===== config.mk =====
export PLATFORM = sky130hd
export DESIGN_NAME = v_instr_queue_flat
export DESIGN_NICKNAME = d
export VERILOG_FILES = /design/src/rtl/v_pkg.sv /design/src/rtl/v_instr_queue_if.sv /design/src/rtl/v_fifo_ptr.sv /design/src/rtl/v_instr_queue.sv /design/src/flat_wrapper.sv
export SDC_FILE = /design/constraint.sdc
export NUM_CORES = 1
export LEC_CHECK = 0
export CAP_MARGIN = 10
export CORE_ASPECT_RATIO = 1.1
export CORE_MARGIN = 5
export CORE_UTILIZATION = 59
export CTS_CLUSTER_DIAMETER = 50
export DETAILED_ROUTE_END_ITERATION = 16
export HOLD_SLACK_MARGIN = 0.08
export PLACE_DENSITY = 0.89
export SKIP_LAST_GASP = 1
export SYNTH_ARGS = -nofsm -noshare
export SYNTH_HDL_FRONTEND = slang
export SYNTH_SLANG_ARGS = --single-unit

===== constraint.sdc =====
create_clock -name clk -period 12.4 [get_ports clk]
set_input_delay 1.86 -clock clk [delete_from_list [all_inputs] [get_ports clk]]
set_output_delay 1.86 -clock clk [all_outputs]
set_load 0.01 [all_outputs]

===== src/rtl/v_pkg.sv =====
// v_pkg: shared vector-unit opcodes, funct3 codes and queue FSM state type
package v_pkg;
  localparam logic [6:0] OPC_RTYPE = 7'h57;
  localparam logic [6:0] OPC_LTYPE = 7'h07;
  localparam logic [6:0] OPC_STYPE = 7'h27;
  localparam logic [2:0] OP_SET = 3'b111;
  typedef enum logic {Q_RUN, Q_WAIT_CFG} vq_state_t;
endpackage


===== src/rtl/v_instr_queue_if.sv =====
// v_instr_queue_if: valid/ready stream of a vector instruction with its scalar operands
interface v_instr_queue_if #(parameter int XLEN = 32);
  logic valid;
  logic ready;
  logic [31:0] instr;
  logic [XLEN-1:0] rs1_data;
  logic [XLEN-1:0] rs2_data;
  modport master (output valid, instr, rs1_data, rs2_data, input ready);
  modport slave (input valid, instr, rs1_data, rs2_data, output ready);
endinterface


===== src/rtl/v_fifo_ptr.sv =====
// v_fifo_ptr: circular-buffer pointer and occupancy tracking with flush
module v_fifo_ptr #(
  parameter int DEPTH = 4
) (
  input  logic clk,
  input  logic rst,
  input  logic flush,
  input  logic push,
  input  logic pop,
  output logic [$clog2(DEPTH)-1:0] wr_ptr,
  output logic [$clog2(DEPTH)-1:0] rd_ptr,
  output logic [$clog2(DEPTH):0] count,
  output logic full,
  output logic empty
);
  localparam int AW = $clog2(DEPTH);
  localparam int CW = AW + 1;
  assign full = count == CW'(DEPTH);
  assign empty = count == '0;
  // pointers wrap naturally; simultaneous push and pop leaves count unchanged
  always_ff @(posedge clk) begin
    if (rst || flush) begin
      wr_ptr <= '0;
      rd_ptr <= '0;
      count <= '0;
    end else begin
      wr_ptr <= push ? wr_ptr + AW'(1) : wr_ptr;
      rd_ptr <= pop ? rd_ptr + AW'(1) : rd_ptr;
      count <= count + CW'(push) - CW'(pop);
    end
  end
endmodule


===== src/rtl/v_instr_queue.sv =====
// v_instr_queue: show-ahead vector instruction queue that stalls behind vsetvl(i) until cfg_done
module v_instr_queue
  import v_pkg::*;
#(
  parameter int DEPTH = 4,
  parameter int XLEN = 32
) (
  input  logic clk,
  input  logic rst,
  input  logic flush,
  v_instr_queue_if.slave in_if,
  v_instr_queue_if.master out_if,
  input  logic cfg_done,
  output logic cfg_wait,
  output logic [$clog2(DEPTH):0] count,
  output logic full,
  output logic empty
);
  localparam int AW = $clog2(DEPTH);
  localparam int W = 32 + 2 * XLEN;
  logic [W-1:0] mem [DEPTH];
  logic [W-1:0] head;
  logic [AW-1:0] wr_ptr;
  logic [AW-1:0] rd_ptr;
  logic push;
  logic pop;
  logic is_cfg;
  vq_state_t state;
  vq_state_t state_n;
  assign in_if.ready = !full && !flush && !rst;
  assign out_if.valid = state == Q_RUN && !empty;
  assign push = in_if.valid && in_if.ready;
  assign pop = out_if.valid && out_if.ready && !flush;
  assign head = empty ? '0 : mem[rd_ptr];
  assign {out_if.instr, out_if.rs1_data, out_if.rs2_data} = head;
  assign is_cfg = out_if.instr[6:0] == OPC_RTYPE && out_if.instr[14:12] == OP_SET;
  assign cfg_wait = state == Q_WAIT_CFG;
  v_fifo_ptr #(.DEPTH(DEPTH)) u_ptr (
    .clk(clk),
    .rst(rst),
    .flush(flush),
    .push(push),
    .pop(pop),
    .wr_ptr(wr_ptr),
    .rd_ptr(rd_ptr),
    .count(count),
    .full(full),
    .empty(empty)
  );
  // entry storage: contents are not reset, the head mux hides them while empty
  always_ff @(posedge clk) begin
    if (push) mem[wr_ptr] <= {in_if.instr, in_if.rs1_data, in_if.rs2_data};
  end
  // FSM state register
  always_ff @(posedge clk) begin
    state <= rst ? Q_RUN : state_n;
  end
  // dispatching a config instruction blocks the head until the CSR unit commits
  always_comb begin
    state_n = flush ? Q_RUN
            : (state == Q_RUN && pop && is_cfg) ? Q_WAIT_CFG
            : (state == Q_WAIT_CFG && cfg_done) ? Q_RUN
            : state;
  end
endmodule


===== src/flat_wrapper.sv =====
// flat-port wrapper written by rule: the top's interface ports become plain ports
module v_instr_queue_flat import v_pkg::*;
#(
  parameter int DEPTH = 4,
  parameter int XLEN = 32
)
  (clk, rst, flush, cfg_done, cfg_wait, count, full, empty, in_if_valid, in_if_instr, in_if_rs1_data, in_if_rs2_data, in_if_ready, out_if_valid, out_if_instr, out_if_rs1_data, out_if_rs2_data, out_if_ready);
  v_instr_queue_if #(.XLEN(XLEN)) in_if_i ();
  v_instr_queue_if #(.XLEN(XLEN)) out_if_i ();
  input  logic clk;
  input  logic rst;
  input  logic flush;
  input  logic cfg_done;
  output logic cfg_wait;
  output logic [$clog2(DEPTH):0] count;
  output logic full;
  output logic empty;
  input wire logic [$bits(in_if_i.valid)-1:0] in_if_valid;
  input wire logic [$bits(in_if_i.instr)-1:0] in_if_instr;
  input wire logic [$bits(in_if_i.rs1_data)-1:0] in_if_rs1_data;
  input wire logic [$bits(in_if_i.rs2_data)-1:0] in_if_rs2_data;
  output wire logic [$bits(in_if_i.ready)-1:0] in_if_ready;
  output wire logic [$bits(out_if_i.valid)-1:0] out_if_valid;
  output wire logic [$bits(out_if_i.instr)-1:0] out_if_instr;
  output wire logic [$bits(out_if_i.rs1_data)-1:0] out_if_rs1_data;
  output wire logic [$bits(out_if_i.rs2_data)-1:0] out_if_rs2_data;
  input wire logic [$bits(out_if_i.ready)-1:0] out_if_ready;
  assign in_if_i.valid = in_if_valid;
  assign in_if_i.instr = in_if_instr;
  assign in_if_i.rs1_data = in_if_rs1_data;
  assign in_if_i.rs2_data = in_if_rs2_data;
  assign in_if_ready = in_if_i.ready;
  assign out_if_valid = out_if_i.valid;
  assign out_if_instr = out_if_i.instr;
  assign out_if_rs1_data = out_if_i.rs1_data;
  assign out_if_rs2_data = out_if_i.rs2_data;
  assign out_if_i.ready = out_if_ready;
  v_instr_queue #(.DEPTH(DEPTH), .XLEN(XLEN)) u_core (.clk(clk), .rst(rst), .flush(flush), .in_if(in_if_i), .out_if(out_if_i), .cfg_done(cfg_done), .cfg_wait(cfg_wait), .count(count), .full(full), .empty(empty));
endmodule

==> metrics.md <==
| Metric | Value |
|---|---|
| Status | `finished, final reports clean` |
| Crit path DAT | `3900 ps` |
| GPL Wtd Cong | `0.742` |
| Setup Skew | `12.2 ps` |
| Filler cell count | `1393` |
| Post-CTS Setup Bufs | `0` |
| Final WS setup | `6640 ps` |
| Hold_buf cts | `0` |
| CTS tree | `yes` |
| Avg Vias per Cell | `5.66` |
| Die height | `between 150 and 200 um` |
| Critical-path cell with the highest stage delay | `buf_4` |
| Largest net degree at the start of global routing | `85` |
| Clock-pin slew on the worst setup and hold paths | `60 ps` |
| CP startpoint kind | `flop` |
| Ranking of synthesized cells by area | `edfxtp_1 77%, mux4_2 14%, and2_1 4.1%` |
| Layout area overhead | `24.1%` |
| Gr busiest metal | `met2` |
| Synth top area share | `76.6%` |
| Vias in the first global route | `7828` |
| #FFs+latches synth | `394` |
| DIE AREA | `28800 um^2` |
| First-pass GRT wire length | `44800 um` |
| HPWL Detailed | `17000 um` |
| Routed len/inst | `23.0 um` |
| Post-Synthesis Cells | `668` |
| Row count | `between 60 and 70` |
| DRT iter0 DRCs | `440` |
| Most used DFF post-synth | `edfxtp_1` |
| Crit end category | `output pin` |
| Most common cell in the synthesized netlist | `edfxtp_1` |
| Residual DRC | `0` |
| Crit path top cell by count | `buf_4` |
| Worst min path class | `flop to flop` |
| Worst-Margin Slew | `1020 ps` |
| Total global-route track usage | `20.4%` |
| Max stage delay on crit path | `approximately 790 ps` |
| Synth Cell Area | `15100 um^2` |
| Met3 Resource Use GR | `between 4 and 5%` |
| Pleak | `5.86 nW` |
| RSZ-0062 raised after global routing | `false` |
| Worst-skew pair later-pin latency | `530 ps` |
| Worst slack at placement | `a little under 7000 ps` |
| TritonCTS Buffers | `39` |
| Reg2reg setup slack | `9420 ps` |
| Warnings from Yosys | `0` |
| Nets | `roughly 1000` |
| Crit-path cells | `buf_4 -> buf_4 -> mux4_1 -> and2_1 -> clkdlybuf4s50_1` |
| Commonest cells post-synth | `384 x edfxtp_1, 98 x and2_1, 91 x mux4_2, 13 x clkbuf_1` |
| Core ar. | `25300 um^2` |
| Final setup fails | `0` |
| Ports | `206` |
| WHS Path Cells | `2` |
| Met1 GRT Util | `25.9%` |
| Worst R2R Path Depth | `9` |
| # clock sinks | `394` |
| Detail Route Antenna Nets | `0` |
| FF+latch area | `~12000 um^2` |
| WL final | `29200 um` |
| Area leader, netlist | `edfxtp_1` |
| Die Wd | `162 um` |
| Period utilization | `46.4%` |
| Setup TNS Final | `0 ps` |
| Pre-antenna DRT Iters | `4` |
| Crit path max fanout | `between 40 and 50` |
| Critical path type | `flop to output pin` |
| Max Cap Violations | `0` |
| Clk root buf | `clkbuf_16` |
| M2 GR Usage | `around a third` |
| Fraction of layout cells with a size suffix above 1 | `17.9%` |
| Clock Tree Buf Depth | `3` |
| Syn_area_per_cell | `between 20 and 25 um^2` |
| Synth Net Count | `776` |
| Gr ovfl total | `0` |
| Multi-input logic area | `3120 um^2` |
| Final hold viol count | `0` |
| Post-synthesis sequential area ratio | `77.9%` |
| Async SR Flop Fraction | `0%` |
| Post-synth EDFFs | `384` |
| Initial Util | `59.6%` |
| Period minus WS final | `5760 ps` |
| Slew headroom | `32.0%` |
| Critical Path RT | `10540 ps` |
| Fin. max-slew vios | `0` |
| Max Clock Freq | `174 MHz` |
| CTS resizes | `0` |
| Number of library cell types mapped by synthesis | `28` |
| Initial antenna violation count | `4` |
| Via Count | `~7.2k` |
| PortBufs | `slightly above 200` |
| Peak VDD IR | `0.118 mV` |
| Htree depth | `2` |
| Power per cell area | `146 nW/um^2` |
==> sequential cells by signal, indices dropped and copies added, names as in the netlist, named ones only <==
name                 flops
u_core.cfg_wait          1
u_core.mem             384
u_core.u_ptr.count       3
u_core.u_ptr.rd_ptr      2
u_core.u_ptr.wr_ptr      2
==> critical path, delay by kind of cell (launching register included) <==
family	cells	cell delay [ps]
buf+inv	3	1940
flops	1	590
mux	1	630
simple gates	1	200
==> cells by family after synthesis <==
| group | share of synthesized area [%] |
|---|---|
| compound gates | 0.141 |
| fa+ha+maj | 0.548 |
| buf+inv | 1.55 |
| flops | 77.9 |
| simple gates | 5.03 |
| xor+xnor | 0.349 |
| mux | 14.5 |
==> report_power, final <==
group	total [W]	internal, W	leakage (nW)	switching (W)
Clock	0.00115	0.000667	0.599	0.000480
Combinational	0.000106	0.0000592	1.71	0.0000463
Sequential	0.00148	0.00147	3.55	0.00000323
==> per-layer routing <==
metal	up-vias	share of wire, %
met4	4	3.1
met2	267	53
met3	60	6.3
met5	-	0.072
met1	3665	38
li1	3165	-
==> worst paths after layout <==
check	endpoint	startpoint
setup / recovery	out_if_instr[30]	flop
hold / removal	u_core.u_ptr.rd_ptr[1]	u_core.u_ptr.rd_ptr[1]
setup reg to reg	u_core.u_ptr.count[2]	u_core.u_ptr.count[1]
hold reg to reg	u_core.u_ptr.rd_ptr[1]	u_core.u_ptr.rd_ptr[1]
==> area by class of cell <==
cell class                 instances  area share, %
sequential                       394           62.8
clock buffer                      46           5.36
tap                              346           2.32
timing repair buffer             213           11.3
inverter                           6          0.121
clock inverter                    25           1.35
antenna                            2         0.0268
multi-input combinational        234           16.7
==> cell usage in the layout (no fill, tap or decap), types with 2 or more instances in the layout <==
cell type,count
nor2_1,9
mux4_1,5
clkinv_1,8
clkbuf_1,7
dfxtp_1,8
diode_2,2
clkdlybuf4s50_1,205
xor2_1,3
inv_1,6
buf_4,8
ha_1,5
clkbuf_16,39
inv_6,3
nand3_1,4
clkinvlp_4,4
dfxtp_4,2
mux4_2,91
xnor2_1,3
edfxtp_1,384
nor3b_1,2
and3_4,4
and2_1,98
bufinv_16,4
clkinv_2,4
==> through the flow <==
step | total power [W] | utilization (%) | cell area, um^2 | std cells | hold WS, ps
2_1_floorplan | 0.00154 | - | 15100 | 668 | 472
3_3_place_gp | 0.00161 | 69.0 | 17400 | 1193 | 487
3_5_place_dp | 0.00161 | 69.0 | 17400 | 1193 | 500
4_1_cts | 0.00275 | 73.9 | 18700 | 1264 | 512
5_1_grt | 0.00282 | 73.9 | 18700 | 1266 | 565
6_report | 0.00273 | 73.9 | 18700 | 1266 | 507
Note: power is estimated with default switching activity, not from simulation.
